==> src/rtl/lm32_tlb_walker_if.sv <==
// Wishbone master port of the TLB refill walker (single-beat PTE reads).
interface lm32_tlb_walker_if;
  logic [31:0] wb_adr_o;
  logic        wb_cyc_o;
  logic        wb_stb_o;
  logic        wb_we_o;
  logic [3:0]  wb_sel_o;
  logic [31:0] wb_dat_i;
  logic        wb_ack_i;
  logic        wb_err_i;

  modport master (
    output wb_adr_o, wb_cyc_o, wb_stb_o, wb_we_o, wb_sel_o,
    input  wb_dat_i, wb_ack_i, wb_err_i
  );

  modport slave (
    input  wb_adr_o, wb_cyc_o, wb_stb_o, wb_we_o, wb_sel_o,
    output wb_dat_i, wb_ack_i, wb_err_i
  );
endinterface

==> src/rtl/lm32_tlb_walker.sv <==
// Shared ITLB/DTLB refill walker: round-robin arbitration between miss
// requests, one PTE read over Wishbone, TLB update strobe, done/fault pulse.
module lm32_tlb_walker #(
  parameter int page_size      = 4096,
  parameter int timeout_cycles = 255
) (
  input  logic        clk_i,
  input  logic        rst_n_i,
  input  logic        enable,
  input  logic [31:0] ptbr,
  input  logic        imiss_req,
  input  logic [31:0] imiss_vaddr,
  input  logic        dmiss_req,
  input  logic [31:0] dmiss_vaddr,
  input  logic        abort,
  output logic        i_done,
  output logic        d_done,
  output logic        i_fault,
  output logic        d_fault,
  output logic [31:0] fault_addr,
  output logic [31:0] tlb_wr_vaddr,
  output logic [31:0] tlb_wr_paddr,
  output logic        itlb_wr,
  output logic        dtlb_wr,
  output logic        busy,
  lm32_tlb_walker_if.master wb
);
  localparam int OFFS = $clog2(page_size);
  localparam int TW   = $clog2(timeout_cycles + 1);
  localparam logic [TW-1:0] TMO_MAX = TW'(timeout_cycles);

  typedef enum logic [2:0] {IDLE, FETCH, UPDATE, RESP, DRAIN} state_e;

  state_e           state_q, state_d;
  logic             rr_q, rr_d;        // 1: favour D on a tie
  logic             sel_q, sel_d;      // latched requester, 1 = D
  logic             flt_q, flt_d;
  logic [31:0]      vaddr_q, vaddr_d;
  logic [31:OFFS]   pfn_q, pfn_d;
  logic [TW-1:0]    tmo_q, tmo_d;
  logic [31:0]      faddr_q, faddr_d;
  logic             gnt_d;
  logic             term;

  // Bus termination of any kind ends the read, whether or not it was aborted.
  assign term = wb.wb_ack_i || wb.wb_err_i || (tmo_q == TMO_MAX);

  // State and datapath registers; async reset drops the bus at once.
  always_ff @(posedge clk_i or negedge rst_n_i) begin
    if (!rst_n_i) begin
      state_q <= IDLE;
      rr_q    <= 1'b0;
      sel_q   <= 1'b0;
      flt_q   <= 1'b0;
      vaddr_q <= '0;
      pfn_q   <= '0;
      tmo_q   <= '0;
      faddr_q <= '0;
    end else begin
      state_q <= state_d;
      rr_q    <= rr_d;
      sel_q   <= sel_d;
      flt_q   <= flt_d;
      vaddr_q <= vaddr_d;
      pfn_q   <= pfn_d;
      tmo_q   <= tmo_d;
      faddr_q <= faddr_d;
    end
  end

  // Next-state logic: grant, fetch/timeout, update, respond, drain.
  always_comb begin
    state_d = state_q;
    rr_d    = rr_q;
    sel_d   = sel_q;
    flt_d   = flt_q;
    vaddr_d = vaddr_q;
    pfn_d   = pfn_q;
    tmo_d   = tmo_q;
    faddr_d = faddr_q;
    gnt_d   = dmiss_req && (!imiss_req || rr_q);
    unique case (state_q)
      IDLE: begin
        if (enable && !abort && (imiss_req || dmiss_req)) begin
          sel_d   = gnt_d;
          vaddr_d = gnt_d ? dmiss_vaddr : imiss_vaddr;
          rr_d    = !gnt_d;            // next tie goes to the side not just served
          flt_d   = 1'b0;
          tmo_d   = '0;
          state_d = FETCH;
        end
      end
      FETCH: begin
        tmo_d = tmo_q + 1'b1;
        if (term) begin
          // err beats ack; an aborted walk that terminates now just goes idle
          if (wb.wb_err_i || !wb.wb_ack_i || !wb.wb_dat_i[0]) begin
            flt_d   = 1'b1;
            state_d = abort ? IDLE : RESP;
          end else begin
            pfn_d   = wb.wb_dat_i[31:OFFS];
            state_d = abort ? IDLE : UPDATE;
          end
        end else if (abort) begin
          state_d = DRAIN;
        end
      end
      DRAIN: begin
        tmo_d = tmo_q + 1'b1;
        if (term) state_d = IDLE;
      end
      UPDATE: state_d = RESP;
      RESP: begin
        if (flt_q) faddr_d = vaddr_q;
        state_d = IDLE;
      end
      default: state_d = IDLE;
    endcase
  end

  logic cyc;
  assign cyc = (state_q == FETCH) || (state_q == DRAIN);

  assign wb.wb_cyc_o = cyc;
  assign wb.wb_stb_o = cyc;
  assign wb.wb_we_o  = 1'b0;
  assign wb.wb_sel_o = 4'hF;
  assign wb.wb_adr_o = cyc ? {ptbr[31:22], vaddr_q[31:12], 2'b00} : '0;

  assign busy         = (state_q != IDLE);
  assign itlb_wr      = (state_q == UPDATE) && !sel_q;
  assign dtlb_wr      = (state_q == UPDATE) &&  sel_q;
  assign tlb_wr_vaddr = (state_q == UPDATE) ? {vaddr_q[31:OFFS], {(OFFS-1){1'b0}}, 1'b1} : '0;
  assign tlb_wr_paddr = (state_q == UPDATE) ? {pfn_q, {(OFFS-1){1'b0}}, 1'b1} : '0;
  assign i_done       = (state_q == RESP) && !sel_q && !flt_q;
  assign d_done       = (state_q == RESP) &&  sel_q && !flt_q;
  assign i_fault      = (state_q == RESP) && !sel_q &&  flt_q;
  assign d_fault      = (state_q == RESP) &&  sel_q &&  flt_q;
  assign fault_addr   = faddr_q;

  logic unused_ok;
  assign unused_ok = ^{ptbr[21:0], wb.wb_dat_i[OFFS-1:1]};
endmodule

==> src/flat_wrapper.sv <==
// flat-port wrapper written by rule: the top's interface ports become plain ports
module lm32_tlb_walker_flat 
#(
  parameter int page_size      = 4096,
  parameter int timeout_cycles = 255
)
  (clk_i, rst_n_i, enable, ptbr, imiss_req, imiss_vaddr, dmiss_req, dmiss_vaddr, abort, i_done, d_done, i_fault, d_fault, fault_addr, tlb_wr_vaddr, tlb_wr_paddr, itlb_wr, dtlb_wr, busy, wb_wb_adr_o, wb_wb_cyc_o, wb_wb_stb_o, wb_wb_we_o, wb_wb_sel_o, wb_wb_dat_i, wb_wb_ack_i, wb_wb_err_i);
  lm32_tlb_walker_if wb_i ();
  input  logic clk_i;
  input  logic rst_n_i;
  input  logic enable;
  input  logic [31:0] ptbr;
  input  logic imiss_req;
  input  logic [31:0] imiss_vaddr;
  input  logic dmiss_req;
  input  logic [31:0] dmiss_vaddr;
  input  logic abort;
  output logic i_done;
  output logic d_done;
  output logic i_fault;
  output logic d_fault;
  output logic [31:0] fault_addr;
  output logic [31:0] tlb_wr_vaddr;
  output logic [31:0] tlb_wr_paddr;
  output logic itlb_wr;
  output logic dtlb_wr;
  output logic busy;
  output wire logic [$bits(wb_i.wb_adr_o)-1:0] wb_wb_adr_o;
  output wire logic [$bits(wb_i.wb_cyc_o)-1:0] wb_wb_cyc_o;
  output wire logic [$bits(wb_i.wb_stb_o)-1:0] wb_wb_stb_o;
  output wire logic [$bits(wb_i.wb_we_o)-1:0] wb_wb_we_o;
  output wire logic [$bits(wb_i.wb_sel_o)-1:0] wb_wb_sel_o;
  input wire logic [$bits(wb_i.wb_dat_i)-1:0] wb_wb_dat_i;
  input wire logic [$bits(wb_i.wb_ack_i)-1:0] wb_wb_ack_i;
  input wire logic [$bits(wb_i.wb_err_i)-1:0] wb_wb_err_i;
  assign wb_wb_adr_o = wb_i.wb_adr_o;
  assign wb_wb_cyc_o = wb_i.wb_cyc_o;
  assign wb_wb_stb_o = wb_i.wb_stb_o;
  assign wb_wb_we_o = wb_i.wb_we_o;
  assign wb_wb_sel_o = wb_i.wb_sel_o;
  assign wb_i.wb_dat_i = wb_wb_dat_i;
  assign wb_i.wb_ack_i = wb_wb_ack_i;
  assign wb_i.wb_err_i = wb_wb_err_i;
  lm32_tlb_walker #(.page_size(page_size), .timeout_cycles(timeout_cycles)) u_core (.clk_i(clk_i), .rst_n_i(rst_n_i), .enable(enable), .ptbr(ptbr), .imiss_req(imiss_req), .imiss_vaddr(imiss_vaddr), .dmiss_req(dmiss_req), .dmiss_vaddr(dmiss_vaddr), .abort(abort), .i_done(i_done), .d_done(d_done), .i_fault(i_fault), .d_fault(d_fault), .fault_addr(fault_addr), .tlb_wr_vaddr(tlb_wr_vaddr), .tlb_wr_paddr(tlb_wr_paddr), .itlb_wr(itlb_wr), .dtlb_wr(dtlb_wr), .busy(busy), .wb(wb_i));
endmodule
==> config.mk <==
export PLATFORM = sky130hd
export DESIGN_NAME = lm32_tlb_walker_flat
export DESIGN_NICKNAME = d
export VERILOG_FILES = /design/src/rtl/lm32_tlb_walker_if.sv /design/src/rtl/lm32_tlb_walker.sv /design/src/flat_wrapper.sv
export SDC_FILE = /design/constraint.sdc
export NUM_CORES = 1
export LEC_CHECK = 0
export CORE_UTILIZATION = 40
export CTS_BUF_LIST = sky130_fd_sc_hd__clkbuf_4
export DETAILED_ROUTE_END_ITERATION = 8
export PLACE_DENSITY = 0.83
export SYNTH_ARGS = -nofsm -noshare
export SYNTH_HDL_FRONTEND = slang
export SYNTH_SLANG_ARGS = --single-unit
==> constraint.sdc <==
create_clock -name clk_i -period 2.04 [get_ports clk_i]
set_input_delay 0.408 -clock clk_i [delete_from_list [all_inputs] [get_ports clk_i]]
set_output_delay 0.408 -clock clk_i [all_outputs]
set_load 0.03 [all_outputs]
Word-level counts from Yosys, hierarchy flattened
Index checks and enable logic that the tools add are counted.

Add/sub/neg operators: 1. Equality and inequality tests: 10. Muxes and demuxes: 18. Bitwise operators: 1. Reduce and logical (&&, ||, !) cells: 36.

Operators by type and width (number): 32-bit 2-to-1 mux (4); 8-bit case mux with 2 select lines (1); 3-bit 2-to-1 mux (5); 3-bit case mux with 4 select lines (1); 1-bit logical AND (11); 8-bit by 1-bit adder with 8-bit output (second input constant) (1); 8-bit equality test (second input constant) (1); 8-bit 2-to-1 mux (1); 2-bit by 1-bit inequality test with 1-bit output (second input constant) (4); 1-bit zero test (7); 1-bit logical OR (7); 3-bit by 2-bit equality test with 1-bit output (second input constant) (2); 2-bit AND reduction (3); 3-bit AND reduction (2); 2-bit 2-to-1 mux (2); 4-bit AND reduction (1); 2-bit nonzero test (2); 3-bit by 1-bit equality test with 1-bit output (second input constant) (1); 3-bit equality test (second input constant) (1); 3-bit zero test (1); 1-bit 2-to-1 mux (3); 3-bit by 2-bit inequality test with 1-bit output (second input constant) (1); 3-bit nonzero test (1); 1-bit case mux with 2 select lines (1); other kinds (2) (2).

Register bits: 98. Input bits: 136. Output and inout port bits: 142. Logic and storage cells: 74.

Depth between registers and ports, before layout
Gate-level depths: netlist of the first run.

Depth in word-level cells: 6. Mapped depth: 7. Depth with buffers taken out: 5.

Worst setup path after synthesis of the first run
No wires, ideal clock.

Path kind: reg2out. Start point: register u_core.state_q[0]. End point: output port wb_wb_adr_o[23]. Arrival time: 1.774 ns. Data required time: 1.632 ns. Slack: -0.142 ns. Stages on the path, launching flop included: 6. Path buffers: 2. Path through: dfrtp_1 -> buf_2 -> nand2b_1 -> a21oi_1 -> clkbuf_1 -> and2_1.

Word-level cells in the longest chain between the ends: 3. Elaborated cells between the ends (all ways): 4. Those cells by class: 2 x eq/ne; 1 x mux; 1 x reduce/logical.

Ends and longest elaborated chain: from (decl) (RTL line lm32_tlb_walker.sv:34) `state_e state_q, state_d;`; from (signal assigned) (RTL line lm32_tlb_walker.sv:60) `state_q <= state_d;`; 3-bit by 1-bit equality test with 1-bit output / 3-bit equality test (equally long branches) (RTL line lm32_tlb_walker.sv:122) `assign cyc = (state_q == FETCH) || (state_q == DRAIN);`; 1-bit logical OR * (RTL line lm32_tlb_walker.sv:122); named net wb_wb_cyc_o (RTL line flat_wrapper.sv:29) `output wire logic [$bits(wb_i.wb_cyc_o)-1:0] wb_wb_cyc_o;`; 32-bit 2-to-1 mux * (RTL line lm32_tlb_walker.sv:128) `assign wb.wb_adr_o = cyc ? {ptbr[31:22], vaddr_q[31:12], 2'b00} : '0;`; to (decl) (RTL line flat_wrapper.sv:28) `output wire logic [$bits(wb_i.wb_adr_o)-1:0] wb_wb_adr_o;`.

Mark *: on every way through the listed nets, which the timed path passes. The rest lies on a longest branch.

Final worst setup path of the first run
Start point: register u_core.state_q[2]. End point: output port tlb_wr_vaddr[25].

Word-level cells in the longest chain between the ends: 2.

Ends and longest elaborated chain: 3-bit by 2-bit equality test with 1-bit output (RTL line lm32_tlb_walker.sv:133) `assign tlb_wr_vaddr = (state_q == UPDATE) ? {vaddr_q[31:OFFS], {(OFFS-1){1'b0}}, 1'b1} : '0;`; 32-bit 2-to-1 mux (RTL line lm32_tlb_walker.sv:133); to (decl) (RTL line flat_wrapper.sv:23) `output logic [31:0] tlb_wr_vaddr;`.

No other way between the ends.

==> results of run 1 <==
[registers in the layout (all words and copies together), names as in the netlist]
| register | flops |
|---|---|
| u_core.pfn_q | 20 |
| u_core.flt_q | 1 |
| u_core.fault_addr | 32 |
| u_core.state_q | 3 |
| u_core.tmo_q | 8 |
| u_core.vaddr_q | 32 |
| u_core.sel_q | 1 |
| u_core.rr_q | 1 |
[placed cells by master (no fill, tap or decap), types with 2 or more instances in the layout]
| master | n |
|---|---|
| sky130_fd_sc_hd__mux2i_1 | 32 |
| sky130_fd_sc_hd__buf_12 | 10 |
| sky130_fd_sc_hd__nand2_1 | 43 |
| sky130_fd_sc_hd__o31ai_1 | 6 |
| sky130_fd_sc_hd__nand2_2 | 2 |
| sky130_fd_sc_hd__mux2_2 | 52 |
| sky130_fd_sc_hd__nor2_1 | 8 |
| sky130_fd_sc_hd__nor3_2 | 3 |
| sky130_fd_sc_hd__dfrtp_2 | 3 |
| sky130_fd_sc_hd__and2_1 | 7 |
| sky130_fd_sc_hd__conb_1 | 29 |
| sky130_fd_sc_hd__nand4_1 | 2 |
| sky130_fd_sc_hd__dfrtp_1 | 95 |
| sky130_fd_sc_hd__or4_1 | 4 |
| sky130_fd_sc_hd__and3_1 | 27 |
| sky130_fd_sc_hd__or2_2 | 2 |
| sky130_fd_sc_hd__inv_1 | 3 |
| sky130_fd_sc_hd__bufinv_16 | 2 |
| sky130_fd_sc_hd__nor2_4 | 3 |
| sky130_fd_sc_hd__o21ai_0 | 37 |
| sky130_fd_sc_hd__and3_4 | 14 |
| sky130_fd_sc_hd__a21o_1 | 2 |
| sky130_fd_sc_hd__buf_4 | 29 |
| sky130_fd_sc_hd__nand3_1 | 2 |
| sky130_fd_sc_hd__and2_4 | 23 |
| sky130_fd_sc_hd__clkbuf_4 | 9 |
| sky130_fd_sc_hd__nand2b_4 | 2 |
| sky130_fd_sc_hd__a21oi_1 | 6 |
| sky130_fd_sc_hd__clkdlybuf4s50_1 | 133 |
| sky130_fd_sc_hd__a211oi_1 | 3 |
| sky130_fd_sc_hd__clkinvlp_4 | 2 |
| sky130_fd_sc_hd__buf_8 | 4 |
| sky130_fd_sc_hd__buf_6 | 83 |
[worst max-delay path by stage]
stage          cells past startpoint  slack, ps          endpoint               from
2_1_floorplan                      5         50   wb_wb_adr_o[23]  u_core.state_q[0]
3_3_place_gp                       5         40   u_core.tmo_q[5]              abort
3_5_place_dp                       5        -30   u_core.tmo_q[7]              abort
4_1_cts                            6       -200    wb_wb_adr_o[2]  u_core.state_q[2]
5_1_grt                            6       -250  tlb_wr_paddr[16]  u_core.state_q[2]
6_report                           6       -180  tlb_wr_vaddr[25]  u_core.state_q[2]
[cell type report]
type,instances,share of cell area [%]
clock buffer,9,0.8459
clock inverter,7,1.159
inverter,5,0.2663
multi-input combinational,323,30.20
sequential,98,30.75
tap,147,2.303
timing repair buffer,260,34.48
[through the flow]
step           util (%)  hold WS (ps)
6_report          66.50         457.3
5_1_grt           66.50         458.9
3_3_place_gp      59.03         408.1
3_5_place_dp      59.03         417.3
4_1_cts           65.63         430.7
2_1_floorplan         -         112.4
[timing repair]
item / CTS / global route
pin swaps: 5 / 6
endpoints found under the hold margin: 35 / 0
endpoints found under the setup margin: 78 / 81
buffers inserted: 16 / 3
resized for setup: 121 / 33
gates cloned: 4 / 0
hold buffers: 1 / 0
[worst max-delay path, stage by stage, from the launching register on]
cell	delay, ps
sky130_fd_sc_hd__dfrtp_2	460
sky130_fd_sc_hd__buf_6	140
sky130_fd_sc_hd__nor2_4	180
sky130_fd_sc_hd__buf_6	150
sky130_fd_sc_hd__buf_6	120
sky130_fd_sc_hd__and3_1	190
sky130_fd_sc_hd__buf_6	140
[cell families after synthesis]
group | count (synthesis) | share of synthesized area (%)
simple gates | 150 | 16.42
other cells | 2 | 0.1525
flops | 98 | 49.81
compound gates | 59 | 7.014
fa+ha+maj | 1 | 0.2541
buf+inv | 67 | 7.954
mux | 84 | 18.40
[metal layers]
layer	share of wire (%)	vias to the layer above	routed length [um]	global-route usage (%)
met4	1.9	0	282	7.632
met3	5.7	27	844	5.196
met5	0	-	0	0
li1	-	2003	-	-
met1	39	2184	5848	27.17
met2	53	187	7845	40.58
[power breakdown]
group	switching, mW	internal (mW)	leakage, nW
combinational	3.43	3.15	2.49
clock	0.660	0.496	0.0800
sequential	0.638	2.80	1.22
total	4.72	6.45	3.79
==> implementation parameters, run 1 <==
Parameter                              Value

Die
  Core footprint    12010 sq um
  Ports    278
  Width of the die    112.9 um
  Cell Rows    40
  Starting utilization of the core area    40.99%
  DIE HEIGHT    112.9 um
  Die footprint    12760 sq um

Final layout
  Filler cells    866
  Area added between synthesis and finish    62.24%
  Antenna fix cells    0
  # nets final    834
  Cell area after layout    7988 sq um
  Reg area    2456 sq um
  Fraction of layout instances using a drive strength above 1    36.61%
  Non-Filler Instances    849
  Footprint of the multi-input gates    2412 sq um

Yosys
  Part of the Yosys area used for sequential elements    49.81%
  Most frequently used flop master after synthesis    sky130_fd_sc_hd__dfrtp_1
  Area fraction of the dominant cell type after synthesis    49.81%
  Dominant cells by area after synthesis    sky130_fd_sc_hd__dfrtp_1, sky130_fd_sc_hd__mux2_2, sky130_fd_sc_hd__mux2i_1
  Post-synthesis instance area    4923 sq um
  Async SR Flop Fraction    100.0%
  Number of distinct library cells after synthesis    34
  Seq cells post-synth    98
  Synth cell count leaders    sky130_fd_sc_hd__dfrtp_1, sky130_fd_sc_hd__mux2_2, sky130_fd_sc_hd__nand2_1
  Biggest area consumer among synthesized cells    sky130_fd_sc_hd__dfrtp_1
  Total of warnings raised by yosys    0
  Syn avg cell area    10.68 sq um
  Leading cell type by number of instances after synthesis    sky130_fd_sc_hd__dfrtp_1
  Number of enable flip-flop cells after synthesis    0
  Syn Inst Count    461

Pwr
  Worst VDD drop    0.0006117 V
  Leakage power summed over all cells    3.789 nW
  Power Dens Cells    1399 nW/um^2
  Total power draw    11.17 mW

Routing
  Vias/cell    5.184
  Detailed-routing iteration count for the pre-antenna-repair pass    5
  Total wirelength of the detailed-routed design    14.82 mm
  Drt drc    0
  Number of DRC markers in iteration 0    174
  Average detailed-routed wire length per instance    17.46 um
  Antenna violation net count after detailed routing    0
  Vias    4401

Timing
  Slew at the pin closest to its max-slew limit    521.6 ps
  Share of the clock period used by the worst path after layout    109.0%
  Fin. Hold Viols    0
  Highest achievable clock rate    449.7 MHz
  Setup TNS    -9977 ps
  Count of final max-slew check failures    0
  Least setup slack across all paths after layout    -183.5 ps
  Max_slew headroom    65.23%
  Unrepaired setup endpoints after global routing    true
  Largest clock skew in the final design    15.01 ps
  Crit path time final    2223 ps
  Final setup violation count    81

GRT
  Number of antenna violations at the first check in global routing    0
  Largest net degree at the start of global routing    39
  Grt ovf    0
  Overall track demand over capacity in global routing    22.77%
  Number of global-route vias before repair    4512
  First-pass GRT wire length    22.55 mm

Critical path
  Endpoint class of the critical path    primary output
  Cells on worst reg2reg path    7
  Crit path launch type    register
  Critical Path AT    1820 ps
  Startpoint of the worst register-to-register path    u_core.state_q[0]
  Worst flop-to-flop path endpoint    u_core.tmo_q[7]
  Highest fanout seen on the critical path    5
  Crit Path Class    reg -> out
  Critical path data required time    1630 ps
  FF-to-FF setup slack    -20 ps

Placed design
  PortBufs    215
  Post-detail-place hpwl    9.936 mm
  Weighted congestion at the end of routability-driven global placement    0.8047
  DP Worst Slack    -26.63 ps
  Total placed instance area    7091 sq um
  Dpl cells    810

Run status
  Run status    finished with violations
  Failing checks    negative setup slack

Clock network
  Bufs on Longest Clock Path    2
  Clock latency on the worst-skew pair    440 ps
  Count of H-tree levels built during CTS    3
  TritonCTS clock tree    yes
  Number of buffers created by CTS    9
  Count of clock tree sinks    98
  Clock Pin Slew Worst Setup and Hold Paths    160 ps
  Clk Tree Root Cell    sky130_fd_sc_hd__clkbuf_4

Hold path
  Type of the tightest min-delay check    in -> async

Job
  Maxcap violations    0
(Power assumes the default switching activity.)
==> run 2: changes to the inputs <==
==> constraint.sdc (replaced) <==
create_clock -name clk_i -period 2.04 [get_ports clk_i]
set_input_delay 0.306 -clock clk_i [delete_from_list [all_inputs] [get_ports clk_i]]
set_output_delay 0.306 -clock clk_i [all_outputs]
set_load 0.03 [all_outputs]
==> implementation parameters, run 2 (same netlist as run 1, synthesis figures left out) <==
Parameter                              Value

Run status
  Run status    finished with violations (unchanged)
  Failing checks    negative setup slack (unchanged)

Critical path
  Most frequent cell on the critical path    sky130_fd_sc_hd__buf_6 (unchanged)
  Critical Path AT    1850 ps (was 1820 ps)
  Crit path cell chain    buf_4, nor2_4, buf_6, clkbuf_16, and3_1, buf_6 (was buf_6, nor2_4, buf_6, buf_6, and3_1, buf_6)
  Cells on worst reg2reg path    6 (was 7)
  Delay contributed by the slowest stage of the critical path    470 ps (was 460 ps)
  Number of cells on the critical path    6 (unchanged)
  Crit Path Class    reg -> out (unchanged)
  Crit path launch type    register (unchanged)
  Highest fanout seen on the critical path    6 (was 5)
  Slowest cell on the critical path    sky130_fd_sc_hd__dfrtp_2 (unchanged)
  Dominant delay contributor by cell family on the critical path    buffers and inverters (unchanged)
  Endpoint class of the critical path    primary output (unchanged)
  Critical path data required time    1730 ps (was 1630 ps)
  Count of buffer and inverter cells on the critical path    4 (unchanged)

Pwr
  Portion of total power attributed to sequential cells    30.5% (was 30.8%)
  Clock share of power    9.4% (was 10.3%)
  Reported net switching power    4.870 mW (was 4.723 mW)
  Total power draw    11.35 mW (was 11.17 mW)
  Internal Dissipation    6.484 mW (was 6.448 mW)
  Relative contribution of combinational cells to total power    60.1% (was 58.9%)
  Leakage power summed over all cells    3.827 nW (was 3.789 nW)
  Worst VDD drop    0.0007552 V (was 0.0006117 V)
  Power Dens Cells    1408 nW/um^2 (was 1399 nW/um^2)
  Switching power share of the total    42.90% (was 42.28%)

Final layout
  Cell area after layout    8063 sq um (was 7988 sq um)
  Most frequent cells in the layout    sky130_fd_sc_hd__clkdlybuf4s50_1, sky130_fd_sc_hd__dfrtp_1, sky130_fd_sc_hd__buf_6 (unchanged)
  Antenna fix cells    0 (unchanged)
  Most common library cell in the layout ignoring fill and taps    sky130_fd_sc_hd__clkdlybuf4s50_1 (unchanged)
  Fraction of layout instances using a drive strength above 1    36.89% (was 36.61%)
  Area added between synthesis and finish    63.76% (was 62.24%)
  # nets final    834 (unchanged)
  Non-Filler Instances    849 (unchanged)
  Utilization after layout    67.13% (was 66.50%)

Die
  Core footprint    12010 sq um (unchanged)
  Ports    278 (unchanged)
  Starting utilization of the core area    40.99% (unchanged)
  Die footprint    12760 sq um (unchanged)
  Cell Rows    40 (unchanged)
  Width of the die    112.9 um (unchanged)
  DIE HEIGHT    112.9 um (unchanged)

Timing
  Count of final max-slew check failures    0 (unchanged)
  Least setup slack across all paths after layout    -112.5 ps (was -183.5 ps)
  Largest clock skew in the final design    19.27 ps (was 15.01 ps)
  Final setup violation count    70 (was 81)
  Setup TNS    -5239 ps (was -9977 ps)
  Unrepaired setup endpoints after global routing    true (unchanged)
  Crit path time final    2152 ps (was 2223 ps)
  Share of the clock period used by the worst path after layout    105.5% (was 109.0%)
  Worst hold slack across all endpoints    343.7 ps (was 457.3 ps)
  Max_slew headroom    65.34% (was 65.23%)
  Fin. Hold Viols    0 (unchanged)
  Slew at the pin closest to its max-slew limit    520.0 ps (was 521.6 ps)
  Highest achievable clock rate    464.6 MHz (was 449.7 MHz)

Routing
  Number of DRC markers in iteration 0    162 (was 174)
  Average detailed-routed wire length per instance    18.33 um (was 17.46 um)
  Total wirelength of the detailed-routed design    15.56 mm (was 14.82 mm)
  Drt drc    0 (unchanged)
  Vias    4409 (was 4401)
  Vias/cell    5.193 (was 5.184)
  Antenna violation net count after detailed routing    0 (unchanged)
  Metal-1 WL    6.067 mm (was 5.848 mm)
  Routed wire length on met3    942 um (was 844 um)
  Top sig layer    met4 (unchanged)
  Detailed-routing iteration count for the pre-antenna-repair pass    7 (was 5)
  Detailed route wirelength on metal2    8.115 mm (was 7.845 mm)

GRT
  Largest net degree at the start of global routing    44 (was 39)
  Number of global-route vias before repair    4384 (was 4512)
  Overall track demand over capacity in global routing    23.05% (was 22.77%)
  First-pass GRT wire length    22.63 mm (was 22.55 mm)
  Grt ovf    0 (unchanged)
  Number of antenna violations at the first check in global routing    0 (unchanged)

Clock network
  TritonCTS clock tree    yes (unchanged)
  Count of H-tree levels built during CTS    3 (unchanged)
  Clock latency on the worst-skew pair    450 ps (was 440 ps)
  Bufs on Longest Clock Path    2 (unchanged)
  Number of buffers created by CTS    9 (unchanged)
  Count of clock tree sinks    98 (unchanged)
  Clock Pin Slew Worst Setup and Hold Paths    170 ps (was 160 ps)
  Clk Tree Root Cell    sky130_fd_sc_hd__clkbuf_4 (unchanged)

Hold path
  Type of the tightest min-delay check    in -> async (unchanged)

Placed design
  Post-detail-place hpwl    10.02 mm (was 9.936 mm)
  DP Worst Slack    128.0 ps (was -26.63 ps)
  Total placed instance area    7051 sq um (was 7091 sq um)
  PortBufs    215 (unchanged)
  Dpl cells    808 (was 810)
  Weighted congestion at the end of routability-driven global placement    0.8165 (was 0.8047)

Job
  Maxcap violations    0 (unchanged)
==> run 2: power groups by stage <==
stage / combinational [mW] / sequential (mW) / clock, mW
2_1_floorplan: 2.78 / 3.79 / 0
3_3_place_gp: 5.19 / 3.40 / 0
3_5_place_dp: 5.31 / 3.47 / 0
4_1_cts: 6.35 / 3.44 / 1.09
5_1_grt: 7.17 / 3.59 / 1.16
6_report: 6.83 / 3.46 / 1.07
==> run 2: area by class of cell <==
class,instances,area [sq um]
clock buffer,9,67.56
tap,147,183.9
fill,859,3949
clock inverter,7,78.83
multi-input combinational,323,2444
inverter,5,18.77
timing repair buffer,260,2814
sequential,98,2456
==> run 2: final timing paths <==
| check | end | slack [ps] | startpoint |
|---|---|---|---|
| max | tlb_wr_vaddr[18] | -110 | u_core.state_q[0] |
| min | u_core.pfn_q[16] | 340 | rst_n_i |
| max reg2reg | u_core.tmo_q[7] | 100 | u_core.state_q[2] |
| min reg2reg | u_core.vaddr_q[7] | 490 | u_core.vaddr_q[7] |
| max in group asynchronous | u_core.vaddr_q[3] | 1020 | rst_n_i |
| min in group clk_i | u_core.pfn_q[12] | 460 | wb_wb_dat_i[12] |
==> run 2: routing by layer <==
layer  global-route usage (%)  vias up
met3                    4.553       32
met4                    7.456        0
met1                    28.00     2180
met2                    41.15      191
met5                        0        -
li1                         -     2006
==> run 2: timing repair <==
| item | in CTS | in global routing |
|---|---|---|
| endpoints found under the hold margin | 35 | 0 |
| pin swaps | 10 | 1 |
| gates cloned | 4 | 2 |
| buffers inserted | 13 | 6 |
| gates resized for setup | 99 | 60 |
| setup endpoints to repair | 59 | 79 |
| hold buffers | 1 | 0 |
